[config.mk]
export PLATFORM = sky130hd
export DESIGN_NAME = regfile_sb_flat
export DESIGN_NICKNAME = d
export VERILOG_FILES = /design/src/rtl/regfile_pkg.sv /design/src/rtl/regfile_sb_if.sv /design/src/rtl/regfile_scoreboard.sv /design/src/rtl/regfile_sb.sv /design/src/flat_wrapper.sv
export SDC_FILE = /design/constraint.sdc
export NUM_CORES = 1
export LEC_CHECK = 0
export ABC_AREA = 1
export CORE_MARGIN = 2
export CORE_UTILIZATION = 45
export CTS_BUF_LIST = sky130_fd_sc_hd__clkbuf_8
export CTS_CLUSTER_SIZE = 24
export DETAILED_ROUTE_END_ITERATION = 6
export GPL_ROUTABILITY_DRIVEN = 0
export HOLD_SLACK_MARGIN = 0.03
export PLACE_DENSITY = 0.65
export SETUP_SLACK_MARGIN = 0.4
export SYNTH_ARGS = -nofsm -noshare
export SYNTH_HDL_FRONTEND = slang
export SYNTH_SLANG_ARGS = --single-unit
export TNS_END_PERCENT = 10
[constraint.sdc]
create_clock -name clk -period 9.5 [get_ports clk]
set_clock_uncertainty 0.15 [all_clocks]
set_input_delay 1.9 -clock clk [delete_from_list [all_inputs] [get_ports clk]]
set_output_delay 1.9 -clock clk [all_outputs]
set_load 0.01 [all_outputs]
[src/rtl/regfile_pkg.sv]
// regfile_pkg: shared types and default geometry for the register file and its
// neighbours (decode, write-back).
package regfile_pkg;

    // Bulk-clear sequencer states
    typedef enum logic {
        RF_IDLE  = 1'b0,
        RF_CLEAR = 1'b1
    } rf_state_e;

    // Default geometry shared with decode and write-back
    localparam int RF_DEFAULT_WIDTH = 16;
    localparam int RF_DEFAULT_DEPTH = 8;

endpackage

[src/rtl/regfile_sb_if.sv]
// regfile_sb_if: decode/write-back side bundle of the register file.
//
// Handshake semantics: there is no valid/ready pair. w_en, rsv_en and clr_req
// are fire-and-forget strobes sampled on the rising edge. They take effect only
// while clr_busy is low; while clr_busy is high they are dropped (never queued),
// so a producer that must not lose a write has to hold it until clr_busy is low.
interface regfile_sb_if
    import regfile_pkg::*;
#(
    parameter int WIDTH = RF_DEFAULT_WIDTH,
    parameter int DEPTH = RF_DEFAULT_DEPTH
);
    localparam int AW = $clog2(DEPTH);

    // Read side
    logic [AW-1:0]    src0;
    logic [AW-1:0]    src1;
    logic [AW-1:0]    dest;
    logic [WIDTH-1:0] op0;
    logic [WIDTH-1:0] op1;
    logic [WIDTH-1:0] dest_out;
    logic             src0_busy;
    logic             src1_busy;
    logic             dest_busy;

    // Write-back side
    logic             w_en;
    logic [AW-1:0]    w_addr;
    logic [WIDTH-1:0] w_in;

    // Reservation side
    logic             rsv_en;
    logic [AW-1:0]    rsv_addr;

    // Bulk clear
    logic             clr_req;
    logic             clr_busy;

    // Sequencer state, exported for observation
    rf_state_e        state_dbg;

    modport master (
        output src0, src1, dest, w_en, w_addr, w_in, rsv_en, rsv_addr, clr_req,
        input  op0, op1, dest_out, src0_busy, src1_busy, dest_busy, clr_busy, state_dbg
    );

    modport slave (
        input  src0, src1, dest, w_en, w_addr, w_in, rsv_en, rsv_addr, clr_req,
        output op0, op1, dest_out, src0_busy, src1_busy, dest_busy, clr_busy, state_dbg
    );

endinterface

[src/rtl/regfile_scoreboard.sv]
// regfile_scoreboard: per-register pending bits for hazard detection.
// Optional feature macro: REGFILE_BYPASS_EN (a forwarded write hides the
// pending bit of its target unless a same-cycle reservation re-arms it).
module regfile_scoreboard
    import regfile_pkg::*;
#(
    parameter  int DEPTH    = RF_DEFAULT_DEPTH,
    parameter  int ZERO_REG = 1,
    localparam int AW       = $clog2(DEPTH)
) (
    input  logic          clk,
    input  logic          reset,
    // reservation from decode (already gated to IDLE and a writable address)
    input  logic          set_en,
    input  logic [AW-1:0] set_addr,
    // completing write-back (already gated to IDLE and a writable address)
    input  logic          wr_clr_en,
    input  logic [AW-1:0] wr_clr_addr,
    // bulk-clear sweep
    input  logic          sweep_en,
    input  logic [AW-1:0] sweep_addr,
    // busy lookups
    input  logic [AW-1:0] src0,
    input  logic [AW-1:0] src1,
    input  logic [AW-1:0] dest,
    output logic          src0_busy,
    output logic          src1_busy,
    output logic          dest_busy
);

    logic [DEPTH-1:0] pending_q;
    logic [DEPTH-1:0] pending_d;

    // Address is backed by a real register that can ever be pending
    function automatic logic readable(input logic [AW-1:0] a);
        return (int'(a) < DEPTH) && !((ZERO_REG != 0) && (a == '0));
    endfunction

    // Pending lookup for one read port
    function automatic logic busy_of(input logic [AW-1:0] a);
        logic b;
        b = 1'b0;
        if (readable(a)) begin
            b = pending_q[a];
`ifdef REGFILE_BYPASS_EN
            // The data is being forwarded this cycle, so the old producer is done;
            // only a reservation landing in the same cycle keeps it busy.
            if (wr_clr_en && (wr_clr_addr == a)) begin
                b = set_en && (set_addr == a);
            end
`endif
        end
        return b;
    endfunction

    // Next pending vector: clears first, reservation last so the newer producer wins
    always_comb begin
        pending_d = pending_q;
        if (sweep_en) begin
            pending_d[sweep_addr] = 1'b0;
        end
        if (wr_clr_en) begin
            pending_d[wr_clr_addr] = 1'b0;
        end
        if (set_en) begin
            pending_d[set_addr] = 1'b1;
        end
    end

    // Pending register, cleared by asynchronous reset
    always_ff @(posedge clk or posedge reset) begin
        if (reset) begin
            pending_q <= '0;
        end else begin
            pending_q <= pending_d;
        end
    end

    // Busy outputs for the three read ports
    always_comb begin
        src0_busy = busy_of(src0);
        src1_busy = busy_of(src1);
        dest_busy = busy_of(dest);
    end

endmodule

[src/rtl/regfile_sb.sv]
// regfile_sb: WIDTH x DEPTH register file with write-back scoreboard and a
// sequential bulk-clear engine (one register per cycle).
// Optional feature macro: REGFILE_BYPASS_EN (same-cycle write-to-read forwarding).
module regfile_sb
    import regfile_pkg::*;
#(
    parameter int WIDTH    = RF_DEFAULT_WIDTH,
    parameter int DEPTH    = RF_DEFAULT_DEPTH,
    parameter int ZERO_REG = 1
) (
    input  logic        clk,
    input  logic        reset,
    regfile_sb_if.slave bus
);

    localparam int AW = $clog2(DEPTH);

    rf_state_e        state_q;
    rf_state_e        state_d;
    logic [AW-1:0]    clr_cnt_q;
    logic [AW-1:0]    clr_cnt_d;
    logic [WIDTH-1:0] mem_q [DEPTH];
    logic [WIDTH-1:0] mem_d [DEPTH];

    logic             idle;
    logic             sweep;
    logic             wr_fire;
    logic             rsv_fire;
    logic [AW-1:0]    w_addr;
    logic [WIDTH-1:0] w_in;

    // Register exists and is not the hard-wired zero register
    function automatic logic writable(input logic [AW-1:0] a);
        return (int'(a) < DEPTH) && !((ZERO_REG != 0) && (a == '0));
    endfunction

    assign idle     = (state_q == RF_IDLE);
    assign sweep    = (state_q == RF_CLEAR);
    assign w_addr   = bus.w_addr;
    assign w_in     = bus.w_in;
    assign wr_fire  = idle && bus.w_en && writable(bus.w_addr);
    assign rsv_fire = idle && bus.rsv_en && writable(bus.rsv_addr);

    // Read data for one port: stored value, or forwarded write data when enabled
    function automatic logic [WIDTH-1:0] read_port(input logic [AW-1:0] a);
        logic [WIDTH-1:0] v;
        v = '0;
        if (writable(a)) begin
            v = mem_q[a];
`ifdef REGFILE_BYPASS_EN
            if (wr_fire && (w_addr == a)) begin
                v = w_in;
            end
`endif
        end
        return v;
    endfunction

    // Clear sequencer: IDLE -> CLEAR on clr_req, one register per cycle, back after DEPTH-1
    always_comb begin
        state_d   = state_q;
        clr_cnt_d = clr_cnt_q;
        unique case (state_q)
            RF_IDLE: begin
                if (bus.clr_req) begin
                    state_d   = RF_CLEAR;
                    clr_cnt_d = '0;
                end
            end
            RF_CLEAR: begin
                if (clr_cnt_q == AW'(DEPTH - 1)) begin
                    state_d   = RF_IDLE;
                    clr_cnt_d = '0;
                end else begin
                    clr_cnt_d = clr_cnt_q + AW'(1);
                end
            end
            default: begin
                state_d   = RF_IDLE;
                clr_cnt_d = '0;
            end
        endcase
    end

    // Sequencer state and sweep counter
    always_ff @(posedge clk or posedge reset) begin
        if (reset) begin
            state_q   <= RF_IDLE;
            clr_cnt_q <= '0;
        end else begin
            state_q   <= state_d;
            clr_cnt_q <= clr_cnt_d;
        end
    end

    // Next array contents: sweep zeroes one entry, write-back lands only in IDLE
    always_comb begin
        mem_d = mem_q;
        if (sweep) begin
            mem_d[clr_cnt_q] = '0;
        end
        if (wr_fire) begin
            mem_d[w_addr] = w_in;
        end
    end

    // Data array storage
    always_ff @(posedge clk or posedge reset) begin
        if (reset) begin
            for (int i = 0; i < DEPTH; i++) begin
                mem_q[i] <= '0;
            end
        end else begin
            mem_q <= mem_d;
        end
    end

    // Combinational read ports and status
    always_comb begin
        bus.op0       = read_port(bus.src0);
        bus.op1       = read_port(bus.src1);
        bus.dest_out  = read_port(bus.dest);
        bus.clr_busy  = sweep;
        bus.state_dbg = state_q;
    end

    regfile_scoreboard #(
        .DEPTH    (DEPTH),
        .ZERO_REG (ZERO_REG)
    ) u_scoreboard (
        .clk         (clk),
        .reset       (reset),
        .set_en      (rsv_fire),
        .set_addr    (bus.rsv_addr),
        .wr_clr_en   (wr_fire),
        .wr_clr_addr (w_addr),
        .sweep_en    (sweep),
        .sweep_addr  (clr_cnt_q),
        .src0        (bus.src0),
        .src1        (bus.src1),
        .dest        (bus.dest),
        .src0_busy   (bus.src0_busy),
        .src1_busy   (bus.src1_busy),
        .dest_busy   (bus.dest_busy)
    );

endmodule

[src/flat_wrapper.sv]
// flat-port wrapper written by rule: the top's interface ports become plain ports
module regfile_sb_flat import regfile_pkg::*;
#(
    parameter int WIDTH    = RF_DEFAULT_WIDTH,
    parameter int DEPTH    = RF_DEFAULT_DEPTH,
    parameter int ZERO_REG = 1
)
  (clk, reset, bus_src0, bus_src1, bus_dest, bus_w_en, bus_w_addr, bus_w_in, bus_rsv_en, bus_rsv_addr, bus_clr_req, bus_op0, bus_op1, bus_dest_out, bus_src0_busy, bus_src1_busy, bus_dest_busy, bus_clr_busy, bus_state_dbg);
  regfile_sb_if #(.WIDTH(WIDTH), .DEPTH(DEPTH)) bus_i ();
  input  logic clk;
  input  logic reset;
  input wire logic [$bits(bus_i.src0)-1:0] bus_src0;
  input wire logic [$bits(bus_i.src1)-1:0] bus_src1;
  input wire logic [$bits(bus_i.dest)-1:0] bus_dest;
  input wire logic [$bits(bus_i.w_en)-1:0] bus_w_en;
  input wire logic [$bits(bus_i.w_addr)-1:0] bus_w_addr;
  input wire logic [$bits(bus_i.w_in)-1:0] bus_w_in;
  input wire logic [$bits(bus_i.rsv_en)-1:0] bus_rsv_en;
  input wire logic [$bits(bus_i.rsv_addr)-1:0] bus_rsv_addr;
  input wire logic [$bits(bus_i.clr_req)-1:0] bus_clr_req;
  output wire logic [$bits(bus_i.op0)-1:0] bus_op0;
  output wire logic [$bits(bus_i.op1)-1:0] bus_op1;
  output wire logic [$bits(bus_i.dest_out)-1:0] bus_dest_out;
  output wire logic [$bits(bus_i.src0_busy)-1:0] bus_src0_busy;
  output wire logic [$bits(bus_i.src1_busy)-1:0] bus_src1_busy;
  output wire logic [$bits(bus_i.dest_busy)-1:0] bus_dest_busy;
  output wire logic [$bits(bus_i.clr_busy)-1:0] bus_clr_busy;
  output wire logic [$bits(bus_i.state_dbg)-1:0] bus_state_dbg;
  assign bus_i.src0 = bus_src0;
  assign bus_i.src1 = bus_src1;
  assign bus_i.dest = bus_dest;
  assign bus_i.w_en = bus_w_en;
  assign bus_i.w_addr = bus_w_addr;
  assign bus_i.w_in = bus_w_in;
  assign bus_i.rsv_en = bus_rsv_en;
  assign bus_i.rsv_addr = bus_rsv_addr;
  assign bus_i.clr_req = bus_clr_req;
  assign bus_op0 = bus_i.op0;
  assign bus_op1 = bus_i.op1;
  assign bus_dest_out = bus_i.dest_out;
  assign bus_src0_busy = bus_i.src0_busy;
  assign bus_src1_busy = bus_i.src1_busy;
  assign bus_dest_busy = bus_i.dest_busy;
  assign bus_clr_busy = bus_i.clr_busy;
  assign bus_state_dbg = bus_i.state_dbg;
  regfile_sb #(.WIDTH(WIDTH), .DEPTH(DEPTH), .ZERO_REG(ZERO_REG)) u_core (.clk(clk), .reset(reset), .bus(bus_i));
endmodule
==> Yosys cells after proc, flatten, opt, wreduce, memory -nomap -nowiden <==
Index checks and enable logic that the tools add are counted.
{ "classes": {"addsub": 1, "magnitude_cmp": 16, "eq_ne": 2, "muxes": 43, "bitwise": 13, "reduce_logical": 16} }
{ "op_table": {"columns": ["operator", "n"], "rows": [
  ["2-to-1 mux 128 bit", 2],
  ["2-to-1 mux 16 bit", 11],
  ["binary-select mux 16 bit (select 3 bit)", 3],
  ["AND 128 bit", 1],
  ["bitwise mux 128 bit", 1],
  ["inverter 128 bit", 1],
  ["demux 16 bit (select 3 bit)", 2],
  ["< comparator 3 x 4 -> 1 bit, second input constant", 6],
  ["2-to-1 mux 8 bit", 3],
  ["greater-or-equal comparator 4 bit, second input constant", 5],
  ["inverter 3 -> 4 bit", 5],
  ["AND 8 bit", 2],
  ["inverter 8 bit", 2],
  ["zero test 3 bit", 5],
  ["2-to-1 mux 1 bit", 11],
  ["binary-select mux 1 bit (select 3 bit)", 3],
  ["demux 1 bit (select 3 bit)", 3],
  ["greater-or-equal comparator 3 x 1 -> 1 bit, second input constant", 3],
  ["logical AND 1 bit", 9],
  ["< comparator 4 x 1 -> 1 bit, second input constant", 2],
  ["bitwise OR 8 bit", 1],
  ["2-to-1 mux 3 bit", 2],
  ["one-hot mux 3 bit (2 select lines)", 1],
  ["adder 3 x 1 -> 3 bit, second input constant", 1],
  ["other kinds (5)", 6]
]} }
{ "word_totals": {"reg_bits": 140, "inputBits": 36, "output_inout_bits": 53, "wordCells": 102} }

==> Depth between registers and ports, before layout <==
{ "logic_depth": {"depth_word": 11, "mapped_depth": 9, "mapped_depth_nobuf": 6} }

==> Modules after synthesis <==
From an unflattened synthesis, not the netlist that was laid out.
{ "unflattened": {"hier_cells": 1709, "area_unflattened_um2": 10152.2} }
{ "modules_own_cells": {"columns": ["module", "n_inst", "cells_per_inst", "area_per_inst_um2", "seq_area_each_um2"], "rows": [
  ["regfile_sb", 1, 1591, 9502.9, 3303.2],
  ["regfile_scoreboard", 1, 118, 649.4, 175.2]
]} }

==> Worst setup path before layout <==
No wires, ideal clock.
{ "synth_path": {"kind": "input -> output", "from": "in bus_dest[0]", "to": "out bus_dest_out[13]", "t_arrival_ns": 2.822, "required_ns": 7.450, "path_slack_ns": 4.628, "path_stages": 7, "n_path_buf": 3, "cell_sequence": "buf_2 buf_2 nor2_1 nand2_1 buf_4 nand2_1 nor2_1"} }
{ "synth_via": {"elab_chain_cells": 5, "word_cells_on_any_way": 6, "cone_classes": "mux: 4; bitwise: 1; reduce/logical: 1"} }
{ "synth_lines": {"columns": ["element", "line_no", "rtl"], "rows": [
  ["start: declaration", "flat_wrapper.sv:14", "input wire logic [$bits(bus_i.dest)-1:0] bus_dest;"],
  ["inverter 3 -> 4 bit (implied by the code)", "regfile_sb.sv:49", "v = mem_q[a];"],
  ["binary-select mux 16 bit (select 3 bit)", "regfile_sb.sv:49", null],
  ["2-to-1 mux 16 bit (implied by the code) (2 in a row)", "regfile_sb.sv:49", null],
  ["2-to-1 mux 16 bit (*)", "regfile_sb.sv:48", "if (writable(a)) begin"],
  ["end: declaration", "flat_wrapper.sv:23", "output wire logic [$bits(bus_i.dest_out)-1:0] bus_dest_out;"]
]} }
Mark *: on every way between the ends. The rest lies on a longest branch, timed or not. The select of a mux whose other input is x is not followed.

==> Worst setup path in the final report <==
{ "layout_path": {"from": "in bus_src0[1]", "to": "out bus_op0[3]"} }
{ "layout_via": {"elab_chain_cells": 5, "word_cells_on_any_way": 6, "cone_classes": "mux: 4; bitwise: 1; reduce/logical: 1"} }
{ "layout_lines": {"columns": ["element", "line_no", "rtl"], "rows": [
  ["start: declaration", "flat_wrapper.sv:12", "input wire logic [$bits(bus_i.src0)-1:0] bus_src0;"],
  ["inverter 3 -> 4 bit (implied by the code)", "regfile_sb.sv:49", null],
  ["binary-select mux 16 bit (select 3 bit)", "regfile_sb.sv:49", null],
  ["2-to-1 mux 16 bit (implied by the code) (2 in a row)", "regfile_sb.sv:49", null],
  ["2-to-1 mux 16 bit (*)", "regfile_sb.sv:48", null],
  ["end: declaration", "flat_wrapper.sv:21", "output wire logic [$bits(bus_i.op0)-1:0] bus_op0;"]
]} }
Marks and branches as above.

==> results.md <==
Synthesis:
- The predominant post-synthesis flop cell is sky130_fd_sc_hd__dfrtp_1.
- The synthesized design spends more area on one cell type than any other, namely sky130_fd_sc_hd__dfrtp_1.
- By area the synthesized netlist is led by sky130_fd_sc_hd__dfrtp_1 35%, sky130_fd_sc_hd__nand2_1 23%, sky130_fd_sc_hd__nand3_1 14%.
- The sequential share of the synthesized area is 0.346.
- The distinct cell type count of the synthesized netlist is 24.
- In this run, synthesis inferred 0 flip-flops with an integrated enable.
- The share of synthesized area in the top cell type comes to 0.346.
- In this run the mean area of a mapped cell was 5.99 um2.
- The number of instances in the synthesized netlist is 1689.
- The cell area after technology mapping is 10100 um2.
- In the synthesized netlist, the cells that appear most often are 622 x sky130_fd_sc_hd__nand2_1, 275 x sky130_fd_sc_hd__nand3_1, 228 x sky130_fd_sc_hd__nor2_1, 161 x sky130_fd_sc_hd__inv_1, 140 x sky130_fd_sc_hd__dfrtp_1.
- The total nets after synthesis is 1727.
- The post-synthesis async set-or-reset flop share is 1.00.
- The total number of yosys warnings is 0.
- After synthesis the netlist holds a flip-flop and latch count of 140.
- The most instantiated library cell after synthesis is sky130_fd_sc_hd__nand2_1.

Timing:
- The headroom to the max-slew limit is 0.110.
- The total count of hold-check failures in the final report is 0.
- The shortest period the worst path allows is 6.57 ns.
- Setup slack closes at 2.93 ns.
- Setup violations remaining at the end of the flow were counted as 0.
- The setup TNS is 0 ns.
- The number of slew-limit violations in the final report is 0.
- The maximum clock frequency is 152 MHz.
- The tightest hold path in the finished design has a slack of 0.363 ns.
- Setup repair after global routing left no endpoint under its margin.
- The pin slew with the least headroom to its limit is 1.33 ns.
- In the finished design, the share of the clock period the worst path needs comes to 0.692.

Worst setup path:
- For flop-to-flop paths, the worst setup slack is 7.02 ns.
- Along the worst path, the maximum fanout reaches 35.
- The peak per-stage delay on the critical path is 0.66 ns.
- Counting both buffers and inverters, the worst setup path holds a total of 4.
- The endpoint identified for the worst register-to-register timing path is u_core.mem_q[59]$_DFF_PP0_.
- At the worst endpoint, the arrival time is 4.52 ns.
- In this run the worst setup path begins at bus_src0[1].
- On the critical path, the stage with the largest delay is an instance of sky130_fd_sc_hd__nand2_1.
- The number of cells on the worst reg-to-reg path is 4.
- The reg-to-reg critical path startpoint is u_core.bus.clr_busy$_DFF_PP0_.
- STA classifies the critical path endpoint as an output port.
- In this run the number of cells on the critical path is 7.
- The data required time at the worst endpoint is 7.45 ns.
- Following the worst setup path forward leads to its endpoint at bus_op0[3].
- The worst setup path is of the primary input to output port kind.
- The critical path goes through clkdlybuf4s50_1 > buf_4 > clkinv_1 > nand2_1 > nand2_1 > nor2_1 > clkdlybuf4s50_1.
- In this design, the largest share of critical-path delay is due to buffers and inverters.
- The startpoint type of the worst setup path is a primary input.

Route:
- The highest metal layer with signal wires is met4.
- The post-detailed-route via-to-cell ratio is 5.59.
- The length of routed met2 wiring is 16600 um.
- Dividing the detail-routed wire length by the instance count gives 18.7 um.
- For this block, the routed nets add up to 37200 um of wire.
- The count of nets left with antenna violations once routing finished came out at 0.
- For this block, the via count after detailed routing is 11100.
- In the detailed route, the total length drawn on met3 is 3750 um.
- The routed length on met1 is 15500 um.
- The remaining routing DRC violations is 0.
- The iteration count of the initial detailed-routing pass is 6.
- The first routing iteration left 1247 violations.

Clock network:
- The worst-skew pair later-pin latency is 0.47 ns.
- The number of hold buffers added after cts is 0.
- The H-tree was split into 4 levels.
- The tree is rooted in a sky130_fd_sc_hd__clkbuf_8.
- The worst-case clock buffer depth is 2.
- The clock net sink count is 140.
- Clock tree synthesis inserted a total of 17 buffers.
- After clock tree synthesis, the repair step resized 0 gates.
- The number of buffers added for setup after CTS is 0.
- The TritonCTS clock tree is done.
- The clock-pin transition on the worst setup and hold timing paths is 0.08 ns.

Run:
- The max-capacitance violation count is 0.

Power and ir drop:
- The total power per unit cell area is 212 nW/um2.
- The analysis attributes to cell leakage a power of 6.20 nW.
- The power consumption is 2.41 mW.
- The maximum ir drop on the vdd rail is 244 uV.

Floorplan:
- The area of the core region is 22000 um2.
- The height of the chip is 154 um.
- The horizontal die dimension is 154 um.
- The floorplan has 54 rows.
- Pin placement for this block handled 89 I/O pins.
- The die covers 23700 um2.
- The effective utilization at floorplan is 0.461.

Cells and area:
- The area of the multi-input gates is 5420 um2.
- The finished cells cover 11300 um2.
- In the final layout, flip-flops and latches occupy 3500 um2.
- The repair_antennas step left the layout with diodes totalling 0.
- In the final design database the tool counted 1739 nets.
- The final non-filler cell total is 1993.
- The final core utilization is 0.516.
- Of the cells placed in the final design, the portion with a size suffix greater than 1 is 0.0438.
- The number of fillers in the final layout is 2277.
- The area overhead of the layout relative to synthesis is 12.0%.

Min path:
- The tightest min-delay check is of the register to register type.

GRT:
- Entering global routing, the biggest net connects 80 pins.
- The initial antenna violation count is 0.
- The combined global-route utilization of all metal layers is 0.315.
- The first global-routing pass estimated 58200 um of wire.
- The number of global-route vias before repair is 10500.
- The total global routing overflow is 0.

Place:
- The cell area reported after detailed placement is 10900 um2.
- The pre-CTS worst setup slack is 3.01 ns.
- The number of placed instances, taps included, is 1962.
- Port buffering added 88 buffers.
- The HPWL after detailed placement is 22400 um.

Status:
- The flow ran to the end, and the final reports show no timing, DRC or antenna violations.
## cells by family after synthesis
family	count (synthesis)	share of synthesized area
AO/OA/AOI/OAI	122	0.0604
adder cells (fa/ha/maj)	2	0.00247
buffers and inverters	282	0.118
flip-flops	140	0.346
AND/OR/NAND/NOR	1143	0.473
## layout make-up
cell class	count	area share
clock buffer	21	0.0255
clock inverter	10	0.0122
inverter	170	0.0567
multi-input combinational	1267	0.478
sequential	140	0.309
tap	280	0.0309
timing repair buffer	105	0.0876
## placed cells by master, fill, tap and decap left out, drive strengths merged
master | Yosys | final
clkinvlp | 0 | 3
o21ai | 120 | 120
dfrtp | 140 | 140
ha | 2 | 2
clkbuf | 44 | 21
inv | 167 | 169
nor3 | 1 | 1
a21oi | 1 | 1
bufinv | 0 | 3
nor2 | 235 | 235
o22ai | 1 | 1
clkdlybuf4s50 | 0 | 85
buf | 68 | 20
nand2 | 624 | 624
nand3 | 275 | 275
clkinv | 3 | 5
nand4 | 8 | 8
## registers in the layout, indices dropped and copies added, names as in the netlist
signal / cells
u_core.bus.clr_busy: 1
u_core.mem_q: 128
u_core.u_scoreboard.pending_q: 8
u_core.clr_cnt_q: 3
## power by group
group	switching, mW	internal, mW	total (mW)
registers	0.0609	0.745	0.806
logic	0.721	0.338	1.06
clock network	0.258	0.286	0.545
total	1.04	1.37	2.41
## worst min path at each step
stage	from	end	slack [ns]	depth (start not counted)
global placement	u_core.u_scoreboard.pending_q[1]$_DFF_PP0_	u_core.u_scoreboard.pending_q[1]$_DFF_PP0_	0.34	2
detailed placement	u_core.u_scoreboard.pending_q[1]$_DFF_PP0_	u_core.u_scoreboard.pending_q[1]$_DFF_PP0_	0.34	2
CTS	u_core.u_scoreboard.pending_q[1]$_DFF_PP0_	u_core.u_scoreboard.pending_q[1]$_DFF_PP0_	0.36	2
finish	u_core.u_scoreboard.pending_q[1]$_DFF_PP0_	u_core.u_scoreboard.pending_q[1]$_DFF_PP0_	0.36	2
global route	u_core.mem_q[105]$_DFF_PP0_	u_core.mem_q[105]$_DFF_PP0_	0.40	2
floorplan	u_core.u_scoreboard.pending_q[1]$_DFF_PP0_	u_core.u_scoreboard.pending_q[1]$_DFF_PP0_	0.32	2
## metal layers
layer  vias up  global-route usage
met5         -                   0
met2       651               0.497
met4         0               0.146
met3        95              0.0598
li1       5261                   -
met1      5128               0.419
## worst reg2reg max path, delay by kind of cell (launching register included)
kind	cells	cell delay, ns
AO/OA/AOI/OAI	1	0.10
AND/OR/NAND/NOR	3	1.50
flip-flops	1	0.58
Power figures use the tool's default switching activity.
